## src/rtl/mux8_rr_arbiter_if.sv

```systemverilog
// mux8_rr_arbiter_if
// Bundles the producer-side and consumer-side signals of the 8-lane
// round-robin byte arbiter.
//   req       : per-lane request, lane i valid while req[i] is high
//   in_data   : eight lane bytes, lane i = in_data[8i+7:8i]
//   gnt       : one-hot grant, lane i's byte is captured at this edge
//   out_valid : output register holds a byte
//   out_data  : captured byte
//   out_src   : lane index of out_data
//   out_ready : consumer accepts out_data when out_valid && out_ready
// The master modport is the environment (producers + consumer); the slave
// modport is the arbiter itself.
interface mux8_rr_arbiter_if;
  logic [7:0]  req;
  logic [63:0] in_data;
  logic [7:0]  gnt;
  logic        out_valid;
  logic [7:0]  out_data;
  logic [2:0]  out_src;
  logic        out_ready;

  modport master (
    output req, in_data, out_ready,
    input  gnt, out_valid, out_data, out_src
  );

  modport slave (
    input  req, in_data, out_ready,
    output gnt, out_valid, out_data, out_src
  );
endinterface

```

## src/rtl/mux8_rr_arbiter.sv

```systemverilog
// mux8_rr_arbiter
// Round-robin arbiter plus a one-entry registered output stage that shares an
// 8-to-1 byte select path among eight requesters. A winner may keep the path
// for up to BURST consecutive grants before priority rotates past it.
// Ports:
//   clk   : rising-edge clock
//   rst_n : asynchronous active-low reset
//   bus   : mux8_rr_arbiter_if.slave (req/in_data/gnt producer side,
//           out_valid/out_data/out_src/out_ready consumer side)
// Parameters:
//   BURST : maximum consecutive grants to one lane, legal range 1..15
module mux8_rr_arbiter #(
  parameter int unsigned BURST = 4
) (
  input  logic                clk,
  input  logic                rst_n,
  mux8_rr_arbiter_if.slave    bus
);

  typedef enum logic {EMPTY, FULL} state_t;

  state_t     state_q, state_d;
  logic [7:0] data_q, data_d;
  logic [2:0] src_q, src_d;
  logic [2:0] ptr_q, ptr_d;
  logic [2:0] own_q, own_d;
  logic [3:0] cnt_q, cnt_d;

  logic       load_en;
  logic       found;
  logic       grant;
  logic [2:0] sel;
  logic [3:0] cnt_inc;
  logic       burst_done;

  // Winner search: first requesting lane starting at ptr and wrapping.
  // The 3-bit index sum wraps modulo 8 on its own.
  always_comb begin
    found = 1'b0;
    sel   = '0;
    for (int i = 0; i < 8; i++) begin
      if (!found && bus.req[ptr_q + 3'(i)]) begin
        found = 1'b1;
        sel   = ptr_q + 3'(i);
      end
    end
  end

  // A new byte may enter when the register is empty or is draining this
  // cycle. Reset gates the grant so gnt drops immediately on rst_n low.
  assign load_en = (state_q == EMPTY) || bus.out_ready;
  assign grant   = rst_n && load_en && found;

  // Burst bookkeeping: consecutive grants to the same owner count up; the
  // count restarts at 1 whenever ownership changes.
  assign cnt_inc    = (sel == own_q) ? cnt_q + 4'd1 : 4'd1;
  assign burst_done = (cnt_inc == 4'(BURST));

  // Next-state logic for the output register, pointer and burst counter.
  always_comb begin
    state_d = state_q;
    data_d  = data_q;
    src_d   = src_q;
    ptr_d   = ptr_q;
    own_d   = own_q;
    cnt_d   = cnt_q;
    if (grant) begin
      state_d = FULL;
      data_d  = bus.in_data[{sel, 3'b000} +: 8];
      src_d   = sel;
      own_d   = sel;
      if (burst_done) begin
        // Burst exhausted: rotate priority past the winner.
        ptr_d = sel + 3'd1;
        cnt_d = '0;
      end else begin
        // Winner keeps priority while it continues to request.
        ptr_d = sel;
        cnt_d = cnt_inc;
      end
    end else if ((state_q == FULL) && bus.out_ready) begin
      // Drained with nothing to replace it; data/src keep their last value.
      state_d = EMPTY;
    end
  end

  // State and output registers; reset discards any in-flight byte.
  always_ff @(posedge clk or negedge rst_n) begin
    if (!rst_n) begin
      state_q <= EMPTY;
      data_q  <= '0;
      src_q   <= '0;
      ptr_q   <= '0;
      own_q   <= '0;
      cnt_q   <= '0;
    end else begin
      state_q <= state_d;
      data_q  <= data_d;
      src_q   <= src_d;
      ptr_q   <= ptr_d;
      own_q   <= own_d;
      cnt_q   <= cnt_d;
    end
  end

  assign bus.gnt       = grant ? (8'd1 << sel) : 8'd0;
  assign bus.out_valid = (state_q == FULL);
  assign bus.out_data  = data_q;
  assign bus.out_src   = src_q;

endmodule

```

## src/flat_wrapper.sv

```systemverilog
// flat-port wrapper written by rule: the top's interface ports become plain ports
module mux8_rr_arbiter_flat 
#(
  parameter int unsigned BURST = 4
)
  (clk, rst_n, bus_req, bus_in_data, bus_out_ready, bus_gnt, bus_out_valid, bus_out_data, bus_out_src);
  mux8_rr_arbiter_if bus_i ();
  input  logic clk;
  input  logic rst_n;
  input wire logic [$bits(bus_i.req)-1:0] bus_req;
  input wire logic [$bits(bus_i.in_data)-1:0] bus_in_data;
  input wire logic [$bits(bus_i.out_ready)-1:0] bus_out_ready;
  output wire logic [$bits(bus_i.gnt)-1:0] bus_gnt;
  output wire logic [$bits(bus_i.out_valid)-1:0] bus_out_valid;
  output wire logic [$bits(bus_i.out_data)-1:0] bus_out_data;
  output wire logic [$bits(bus_i.out_src)-1:0] bus_out_src;
  assign bus_i.req = bus_req;
  assign bus_i.in_data = bus_in_data;
  assign bus_i.out_ready = bus_out_ready;
  assign bus_gnt = bus_i.gnt;
  assign bus_out_valid = bus_i.out_valid;
  assign bus_out_data = bus_i.out_data;
  assign bus_out_src = bus_i.out_src;
  mux8_rr_arbiter #(.BURST(BURST)) u_core (.clk(clk), .rst_n(rst_n), .bus(bus_i));
endmodule
```

## config.mk

```make
export PLATFORM = sky130hd
export DESIGN_NAME = mux8_rr_arbiter_flat
export DESIGN_NICKNAME = d
export VERILOG_FILES = /design/src/rtl/mux8_rr_arbiter_if.sv /design/src/rtl/mux8_rr_arbiter.sv /design/src/flat_wrapper.sv
export SDC_FILE = /design/constraint.sdc
export NUM_CORES = 1
export LEC_CHECK = 0
export ABC_AREA = 1
export CORE_MARGIN = 2
export CORE_UTILIZATION = 41
export DETAILED_ROUTE_END_ITERATION = 12
export PLACE_DENSITY = 0.79
export REMOVE_ABC_BUFFERS = 1
export SLEW_MARGIN = 10
export SYNTH_ARGS = -nofsm -noshare
export SYNTH_HDL_FRONTEND = slang
export SYNTH_SLANG_ARGS = --single-unit
```

## constraint.sdc

```tcl
create_clock -name clk -period 3.3 [get_ports clk]
set_input_delay 0.66 -clock clk [delete_from_list [all_inputs] [get_ports clk]]
set_output_delay 0.66 -clock clk [all_outputs]
set_load 0.005 [all_outputs]
```

==> flow_summary.toml <==
[clock_network]
cts_buffer_depth = 2
cts_tree = "built"
root_buffer = "clkbuf_8"
htreeDepth = 1
clk_latency_ns = 0.27
clk_pin_slew_worst_paths_ns = 0.08
cts_num_sinks = 19
hold_buffers = 0
cts_buffers = 3

[worst_setup_path]
ff2ff_path_depth = 23
cp-start-kind = "flop"
worstPathMaxFanout = 11
crit_path_end_kind = "output port"
cp.required_ns = 2.64
crit_arrival_ns = 2.89
crit_type = "reg2out"

[synthesis]
synth.largest_area_cell = "nand2_1"
syn_inst = 405
synthArstFlopShare_pct = 100
synth_compound_area_share_pct = 3.72
yosysWarnings = 0
synthSimpleGateAreaFrac_pct = 57.6
synth_top_family_by_area = "simple AND/OR/NAND/NOR gates"
synth_xor_xnor_area_share_pct = 3.52
yosysTopAreaCellShare_pct = 25.9
ys_seq_area_share_pct = 19.4
ys_ff_latch = 19
synth_edf_count = 0
synthMuxAreaShare_pct = 0
synthAdderAreaFrac_pct = 4.59
synth.area.top_cells = "nand2_1, dfrtp_1, nand3_1"
synth_area_sq_um = 2450
synth_top_flop_cell = "dfrtp_1"
avgSynthCellArea_sq_um = 6.06
yosysUniqueCellTypes = 33

[place]
place_ws_ns = -0.818
gp_congestion = 0.937
portBuffers = 94
hpwl_um = 6540
dp_cells = 611

[global_route]
track_usage_pct = 29.6
overflow = 0
grt_max_degree = 23
grt_pass1_vias = 3487
grt_pass1_wl_um = 15300
antenna_found_initial = 0

[sta]
fin_crit_ns = 3.55
rsz0062_at_grt = "true"
worst_slew_pin_slew_ns = 0.721
setup_violations = 8
slew_headroom_pct = 51.5
fin_crit_sh_pct = 108
fin_ws_ns = -0.253
final_hold_viol_count = 0
tns_ns = -1.72
finClkSkew_ns = 0.00723
fmax_mhz = 281
drv_slew = 0

[final_layout]
fillCellCount = 418
nets = 651
instances_no_fill = 641
multi_input_area_sq_um = 2070
drive_above_1_share_pct = 33.9
antenna_cells = 0
utilization_pct = 75.3
syn2layout_area_growth_pct = 79.6
area.sequential_sq_um = 475

[min_path]
hold_depth = 2
hold_path.class = "reg2reg"

[floorplanning]
initial_core_util_pct = 41.9
fp.dieH_um = 81.3
pin_count = 95
rows = 28
design.core.area_sq_um = 5850
die_w_um = 81.3
dieArea_sq_um = 6620

[route]
routed_wirelength_um = 9800
vias = 3445
drc = 0
drt-wirelength-per-cell_um = 15.3
ant_nets = 0
vias_per_cell = 5.37
dr.pass1.iters = 5
drt_iter0_drc = 152

[run_status]
violations = "setup timing"
run_status = "finished, violations left"

[run]
drv_cap = 0
[cell families after synthesis]
kind of cell,after synthesis
AOI/OAI and AO/OA,15
xor gates and xnor gates,6
buffers and inverters,53
DFF,19
and+or+nand+nor,303
adders and majority gates,9
[repair_timing]
item	CTS	global route
buffers inserted	21	7
gates resized for setup	121	18
setup endpoints to repair	8	9
hold endpoints to repair	0	0
pin swaps	44	16
[sequential cells by signal, summed over array words and instances, names as in the netlist]
signal / flops
u_core.bus.out_data: 8
u_core.bus.out_src: 3
u_core.bus.out_valid: 1
u_core.cnt_q: 4
u_core.ptr_q: 3
[cells in the mapped netlist (4+ instances only)]
cell type / number
ha_1: 9
nand2_2: 9
dfrtp_1: 19
o21ai_1: 6
inv_1: 28
nor2_1: 14
nor3_1: 7
buf_6: 8
nand3_1: 81
buf_2: 8
nand2_1: 169
nand3_2: 8
o21ai_0: 4
nand4_1: 6
inv_2: 7
[worst max-delay path, stage by stage, from the launching register on]
cell,delay (ns)
dfrtp_1,0.40
buf_6,0.17
ha_4,0.19
xnor2_4,0.19
nand3_4,0.09
buf_4,0.14
buf_4,0.12
nand2_1,0.05
inv_1,0.05
nand2_1,0.06
nand2_1,0.05
nor2_1,0.16
nand2_1,0.11
nand2_2,0.10
nand2_4,0.06
nand2_4,0.11
inv_4,0.06
buf_4,0.14
nor3_4,0.20
buf_2,0.14
[cell type report]
class | count | area share, %
sequential | 19 | 10.8
inverter | 36 | 3.41
multi-input combinational | 333 | 47.0
clock buffer | 3 | 0.938
timing repair buffer | 174 | 35.7
clock inverter | 1 | 0.114
tap | 75 | 2.13
[stage by stage]
step                hold WS, ns  area, sq um
CTS                       0.486         4260
global placement          0.463         3780
global route              0.511         4400
detailed placement        0.469         3780
finish                    0.492         4400
floorplan                 0.364         2310
[metal layers]
layer	part of all wire (%)	wire length, um	vias up	GRT usage (%)
met3	7.2	706	45	5.67
met5	0	0	-	0
met1	35	3440	1580	30.6
met2	53	5200	195	56.8
met4	4.5	444	0	13.4
li1	-	-	1625	-
[layout by cell type (no fill, tap or decap), types with 8 or more instances in the layout]
cell,netlist,routed
buf_2,8,8
buf_4,1,66
buf_6,8,11
clkdlybuf4s50_1,0,78
dfrtp_1,19,19
dlygate4sd2_1,0,8
inv_1,28,23
nand2_1,169,150
nand2_2,9,24
nand3_1,81,65
nand3_2,8,21
nor2_1,14,9
[worst paths after layout]
check / to / slack (ns) / startpoint
setup / recovery: bus_gnt[2] / -0.25 / u_core.ptr_q[0]$_DFFE_PN0P_
hold / removal: u_core.bus.out_data[5]$_DFFE_PN0P_ / 0.49 / u_core.bus.out_data[5]$_DFFE_PN0P_
setup reg to reg: u_core.ptr_q[1]$_DFFE_PN0P_ / 0.20 / u_core.ptr_q[0]$_DFFE_PN0P_
hold reg to reg: u_core.bus.out_data[5]$_DFFE_PN0P_ / 0.49 / u_core.bus.out_data[5]$_DFFE_PN0P_
max in group asynchronous: u_core.bus.out_data[4]$_DFFE_PN0P_ / 2.29 / rst_n
min in group asynchronous: u_core.bus.out_src[0]$_DFFE_PN0P_ / 0.80 / rst_n
Power of run 1 is left out: the tool's default activity adds up to more than one toggle a clock period on the data nets, which glitch-free logic cannot reach.
